File: config.mk
export PLATFORM = sky130hd
export DESIGN_NAME = alu_arbiter_2req
export DESIGN_NICKNAME = d
export VERILOG_FILES = /design/src/rtl/alu_arbiter_2req.sv
export SDC_FILE = /design/constraint.sdc
export NUM_CORES = 1
export LEC_CHECK = 0
export ABC_AREA = 1
export CORE_MARGIN = 1
export CORE_UTILIZATION = 47
export DETAILED_ROUTE_END_ITERATION = 8
export PLACE_DENSITY = 0.78
export SETUP_SLACK_MARGIN = 0.2
export SYNTH_ARGS = -nofsm -noshare
export SYNTH_HDL_FRONTEND = slang
export SYNTH_SLANG_ARGS = --single-unit
File: constraint.sdc
create_clock -name clk -period 1.84 [get_ports clk]
set_input_delay 0.276 -clock clk [delete_from_list [all_inputs] [get_ports clk]]
set_output_delay 0.276 -clock clk [all_outputs]
set_load 0.005 [all_outputs]
File: src/rtl/alu_arbiter_2req.sv
// alu_arbiter_2req: round-robin arbiter and sequencer sharing one 8-bit ALU between two requesters
module alu_arbiter_2req #(
    parameter int EXEC_CYCLES = 1
) (
    input  logic       clk,
    input  logic       rst,
    input  logic       req0_valid,
    output logic       req0_ready,
    input  logic [7:0] req0_a,
    input  logic [7:0] req0_b,
    input  logic [2:0] req0_sel,
    input  logic       req1_valid,
    output logic       req1_ready,
    input  logic [7:0] req1_a,
    input  logic [7:0] req1_b,
    input  logic [2:0] req1_sel,
    output logic       rsp0_valid,
    input  logic       rsp0_ready,
    output logic [7:0] rsp0_y,
    output logic       rsp0_cout,
    output logic       rsp0_err,
    output logic       rsp1_valid,
    input  logic       rsp1_ready,
    output logic [7:0] rsp1_y,
    output logic       rsp1_cout,
    output logic       rsp1_err,
    output logic       busy,
    output logic       grant_id
);
    typedef enum logic [1:0] {IDLE, EXEC, RESP} state_t;
    state_t     state;
    logic       rr;
    logic [3:0] cnt;
    logic [7:0] op_a, op_b, res_y, alu_y;
    logic [2:0] op_sel;
    logic       res_cout, res_err, alu_cout, winner;
    logic [8:0] sum, diff;
    // rr only breaks ties; a lone valid always wins
    assign winner     = (req0_valid && req1_valid) ? rr : req1_valid;
    // ready is masked by rst so nothing looks accepted while reset is held
    assign req0_ready = !rst && state == IDLE && !winner && req0_valid;
    assign req1_ready = !rst && state == IDLE && winner && req1_valid;
    assign busy       = state != IDLE;
    assign rsp0_valid = state == RESP && !grant_id;
    assign rsp1_valid = state == RESP && grant_id;
    assign rsp0_y     = res_y;
    assign rsp1_y     = res_y;
    assign rsp0_cout  = res_cout;
    assign rsp1_cout  = res_cout;
    assign rsp0_err   = res_err;
    assign rsp1_err   = res_err;
    assign sum        = {1'b0, op_a} + {1'b0, op_b};
    assign diff       = {1'b0, op_a} + {1'b0, ~op_b} + 9'd1;
    // shared ALU fed only from the operand registers; cout is carry for add, no-borrow for sub
    always_comb begin
        alu_y    = 8'h00;
        alu_cout = 1'b0;
        case (op_sel)
            3'b000:  {alu_cout, alu_y} = sum;
            3'b001:  {alu_cout, alu_y} = diff;
            3'b010:  alu_y = op_a & op_b;
            3'b011:  alu_y = op_a | op_b;
            3'b100:  alu_y = op_a << op_b[2:0];
            3'b101:  alu_y = $signed(op_a) >>> op_b[2:0];
            default: alu_y = 8'h00;
        endcase
    end
    // IDLE accepts one op, EXEC counts down then captures the result, RESP waits for the consumer
    always_ff @(posedge clk or posedge rst) begin
        if (rst) begin
            state    <= IDLE;
            rr       <= 1'b0;
            grant_id <= 1'b0;
            cnt      <= 4'd0;
            op_a     <= 8'h00;
            op_b     <= 8'h00;
            op_sel   <= 3'b000;
            res_y    <= 8'h00;
            res_cout <= 1'b0;
            res_err  <= 1'b0;
        end else begin
            case (state)
                IDLE: if (req0_ready || req1_ready) begin
                    op_a     <= req1_ready ? req1_a : req0_a;
                    op_b     <= req1_ready ? req1_b : req0_b;
                    op_sel   <= req1_ready ? req1_sel : req0_sel;
                    grant_id <= req1_ready;
                    cnt      <= 4'(EXEC_CYCLES - 1);
                    state    <= EXEC;
                end
                EXEC: if (cnt == 4'd0) begin
                    res_y    <= alu_y;
                    res_cout <= alu_cout;
                    res_err  <= &op_sel[2:1];
                    rr       <= ~grant_id;
                    state    <= RESP;
                end else begin
                    cnt <= cnt - 4'd1;
                end
                RESP: if (grant_id ? rsp1_ready : rsp0_ready) state <= IDLE;
                default: state <= IDLE;
            endcase
        end
    end
endmodule
-- Word level (Yosys, flattened, before mapping)
Cells that the tools add are included.
- add/subtract/negate cells: 4
- equality and inequality tests: 11
- shift operators: 2
- muxes and demuxes: 14
- bitwise operators: 4
- reduce and logical (&&, ||, !) cells: 22
- operators by type and width (kind ; count):
    case mux 8 bit (6 select lines) ; 1
    adder 8 x 8 -> 9 bit ; 2
    two-way mux 8 bit ; 2
    adder 9 x 1 -> 9 bit, second input constant ; 1
    bitwise AND 8 bit ; 1
    logical AND 1 bit ; 8
    two-way mux 4 bit ; 2
    NOT 8 bit ; 1
    OR 8 bit ; 1
    case mux 4 bit (2 select lines) ; 1
    << shifter 8 x 3 -> 8 bit ; 1
    >>> shifter 8 x 3 -> 8 bit ; 1
    equality test 3 x 2 -> 1 bit, second input constant ; 2
    equality test 3 bit, second input constant ; 2
    two-way mux 2 bit ; 3
    case mux 2 bit (3 select lines) ; 1
    AND reduction 2 bit ; 3
    AND reduction 3 bit ; 2
    logical NOT 4 bit ; 1
    inequality test 2 x 1 -> 1 bit, second input constant ; 2
    inequality test 2 bit, second input constant ; 2
    nonzero test 2 bit ; 2
    subtractor 4 x 1 -> 4 bit, second input constant ; 1
    equality test 3 x 1 -> 1 bit, second input constant ; 1
    other kinds (10) ; 13
- bits in registers: 37
- input bits: 44
- output and inout port bits: 26
- word-level logic and storage cells: 67

-- Depth between registers and ports, before layout
Gate-level depths: netlist of the first run.
- word-level depth: 8
- gate-level depth with buffers: 14
- mapped depth without buffers: 14

-- Least setup slack after synthesis of the first run
No wires, ideal clock.
- kind: reg2reg
- from: register op_b[2]
- to: register res_y[2], in the netlist rsp0_y[2]
- setup time: 0.117 ns
- arrival: 1.838 ns
- path slack: -0.115 ns
- stages on the path, launching flop included: 12
- period minus slack after synthesis: 1.955 ns
- path through: dfrtp_1 buf_2 clkinv_1 ha_1 inv_1 or2_2 nand3_1 o21ai_0 nor3_1 nand2_1 nand2_1 nand2_1
- cells in the longest elaborated chain, start to end: 4
- elaborated cells on any way between the ends: 9
- ends and longest elaborated chain (element ; line ; text):
    from (decl) ; 34 ; logic [7:0] op_a, op_b, res_y, alu_y;
    from (signal assigned) ; 85 ; op_b <= req1_ready ? req1_b : req0_b;
    NOT 8 bit ; 53 ; assign diff = {1'b0, op_a} + {1'b0, ~op_b} + 9'd1;
    adder 8 x 8 -> 9 bit ; 53 ;
    adder 9 x 1 -> 9 bit ; 53 ;
    case mux 8 bit (6 select lines) * ; 58 ; case (op_sel)
    to (signal assigned) ; 92 ; res_y <= alu_y;
    to (decl) ; 34 ;
Every way passes the cells marked *; elsewhere a longest branch is shown, timed or not.
A chain may end at the register's enable or synchronous reset.

-- Worst setup path after layout of the first run
- from: register op_b[0]
- to: register res_y[2], in the netlist rsp0_y[2]
Same word-level chain as after synthesis.

==> results of run 1 <==
-- per-layer routing --
layer	GRT usage, %	part of all wire, %	up-vias	routed length [microns]
met2	43.95	47	198	5082
met5	0	0	-	0
met3	5.024	8.0	30	864
met1	37.27	41	1748	4457
li1	-	-	1878	-
met4	12.82	3.2	0	348
-- power groups by stage --
stage,registers [uW],logic (uW),clock network (uW)
5_1_grt,1620,7780,670
6_report,1570,7070,610
3_5_place_dp,1550,5950,0
4_1_cts,1540,6090,611
2_1_floorplan,1520,4040,0
3_3_place_gp,1530,5820,0
-- cells by family after synthesis --
group	count (synthesis)	synth area share [%]
flip-flops	37	27.15
AND/OR/NAND/NOR	326	40.46
AO/OA/AOI/OAI	51	9.281
adder cells (fa/ha/maj)	29	11.08
buffers and inverters	89	12.03
-- per-stage QoR --
stage	util (%)	hold slack [ps]
2_1_floorplan	-	147.3
3_3_place_gp	63.46	496.2
3_5_place_dp	63.46	491.2
4_1_cts	65.43	466.2
5_1_grt	69.55	502.1
6_report	69.55	447.2
-- worst paths after layout --
path / startpoint / end / slack, ps / cells after the start
hold / removal: rst / cnt[1] / 450 / 3
setup reg to reg: op_b[0] / rsp0_y[2] / -20 / 9
min in group clk: rsp0_y[1] / rsp0_y[1] / 510 / 2
hold reg to reg: rsp0_y[1] / rsp0_y[1] / 510 / 2
setup / recovery: op_b[0] / rsp0_y[2] / -20 / 9
max in group asynchronous: rst / op_b[0] / 1040 / 3
-- state kept, by name, summed over array words and instances (netlist names) --
signal,flops
cnt,4
grant_id,1
op_a,8
op_b,8
op_sel,3
rr,1
rsp0_cout,1
rsp0_err,1
rsp0_y,8
state,2
-- what timing repair did --
action / 4_1_cts / 5_1_grt
cloned: 0 / 3
endpoints found under the setup margin: 13 / 32
pin swaps: 5 / 12
setup buffers: 3 / 9
resized for setup: 13 / 57
-- cells in the final DEF, fill, tap and decap left out, drive strengths merged, types with 3 or more instances in the layout --
master / n
a31oi: 19
ha: 27
buf: 43
inv: 63
or2: 4
clkdlybuf4s50: 64
nor2: 62
o21ai: 13
nand2: 190
nand4: 6
clkinv: 3
nand3: 58
and2: 3
dfrtp: 37
a21oi: 12
clkbuf: 11
-- cell type report --
class / instances / share of cell area (%)
timing repair buffer: 114 / 22.69
sequential: 37 / 19.35
tap: 96 / 2.501
inverter: 65 / 5.522
multi-input combinational: 406 / 47.82
clock inverter: 2 / 0.2865
clock buffer: 6 / 1.719
timing repair inverter: 1 / 0.1042
-- worst max-delay path, stage by stage, from the launching register on --
cell and delay, ps:
dfrtp_2 440, ha_2 210, fa_2 360, or2_4 230, nand3_1 90, o21ai_0 90, nor3_1 150, nand2_1 90
nand2_1 60, nand2_1 40
==> impl_metrics.yaml, run 1 <==
outcome:
  outcome: "finished, violations left"
  failed_checks: "setup timing"
die:
  initial_utilization_pct: 49.38
  pin_count: 70
  die_y_microns: 87.19
  num_rows: 30
  die_area_sq_um: 7601
  dieWidth_microns: 87.19
  core_sq_um: 6907
timing:
  worst_slew_pin_slew_ps: 478.5
  skew_ps: 14.97
  fmax_mhz: 538.0
  rsz0062_at_grt: "yes"
  fin_crit_ps: 1859
  finalCritPeriodShare_pct: 101.0
  layout_setup_ws_ps: -18.60
  tns_ps: -18.60
  slew_viol_final: 0
  relSlewSlack_pct: 67.93
  finalHoldViolations: 0
  setup_viol_count_final: 1
pwr:
  pwr_density_cell_nw_per_um2: 1926
  leakage_uw: 0.002402
  pwr-share-clk_pct: 6.6
  pwr-share-comb_pct: 76.4
  total_power_uw: 9252
  power_frac_seq_pct: 17.0
  ir_worst_vdd_mv: 0.7904
  power.switching_uw: 4770
  p_sw_share_pct: 51.56
  p_int_uw: 4482
global_route:
  grt_pass1_vias: 3547
  antenna_found_initial: 0
  grt_max_degree: 38
  grt_pass1_wl_microns: 16300
  overflow: 0
  grtUsageTotal_pct: 27.86
yosys:
  synth_top_area_cell: "dfrtp_1"
  synth_top_area_share_pct: 27.15
  synth_seq_cells: 37
  synthFlopType: "dfrtp_1"
  synthesis.instances: 532
  syn_area_sq_um: 3411
  synth_async_sr_flop_share_pct: 100.0
  synth_area_per_cell_sq_um: 6.411
  synth_edf_count: 0
  ys_types: 33
  ys_seq_area_share_pct: 27.15
  ys_warn_count: 0
  syn_nets: 605
  synth_area_leaders: "dfrtp_1, nand2_1, ha_1"
  synthTopCellsByCount: "nand2_1, nand3_1, inv_1, nor2_1, dfrtp_1"
  synth_most_common_cell: "nand2_1"
drt:
  viasPerCell: 5.301
  route.detailed.drc: 0
  dr.pass1.iters: 6
  wl_microns: 10750
  num_vias: 3854
  wl_per_cell_microns: 14.79
  detail-route-antenna-nets: 0
  drtIter0Drc: 274
clock_network:
  cts_made_buffers: 5
  h-tree-depth: 2
  cts_tree: "yes"
  cts_buffer_depth: 2
  clk-insertion-delay-late_ps: 300
  cts_hold_buf: 0
  clkSinkCount: 37
  path_clk_slew_ps: 80
  cts-root-buf: "clkbuf_8"
finish:
  stdcell_count: 727
  drive_gt1_share_pct: 21.71
  area_delta_synth_final_pct: 40.83
  antennaDiodeCount: 0
  regArea_sq_um: 929.6
  multi_input_area_sq_um: 2297
  fill_cells: 570
  post-route-cell-area_sq_um: 4803
  nets: 703
hold_path:
  hold_class: "input port to asynchronous set/reset pin"
worst_setup_path:
  critPathCaptureType: "register"
  crit_path_max_fanout: 3
  cp_data_arrival_time_ps: 2060
  startpoint_type: "register"
  critPathRequiredTime_ps: 2040
  path_class: "register to register"
placement:
  numPlacedInstances: 704
  placement.io_buffers: 69
  dp_slack_ps: -29.06
  hpwl_microns: 7939
  gp_congestion: 0.9762
  dpl_cell_area_sq_um: 4383
flow_run:
  drv_cap: 0
Power figures use the tool's default switching activity.
==> run 2, diff against run 1 <==
SLEW_MARGIN = 20   (was default)
==> results of run 2 <==
No change in the layout: final DEF, timing and power equal those of run 1.
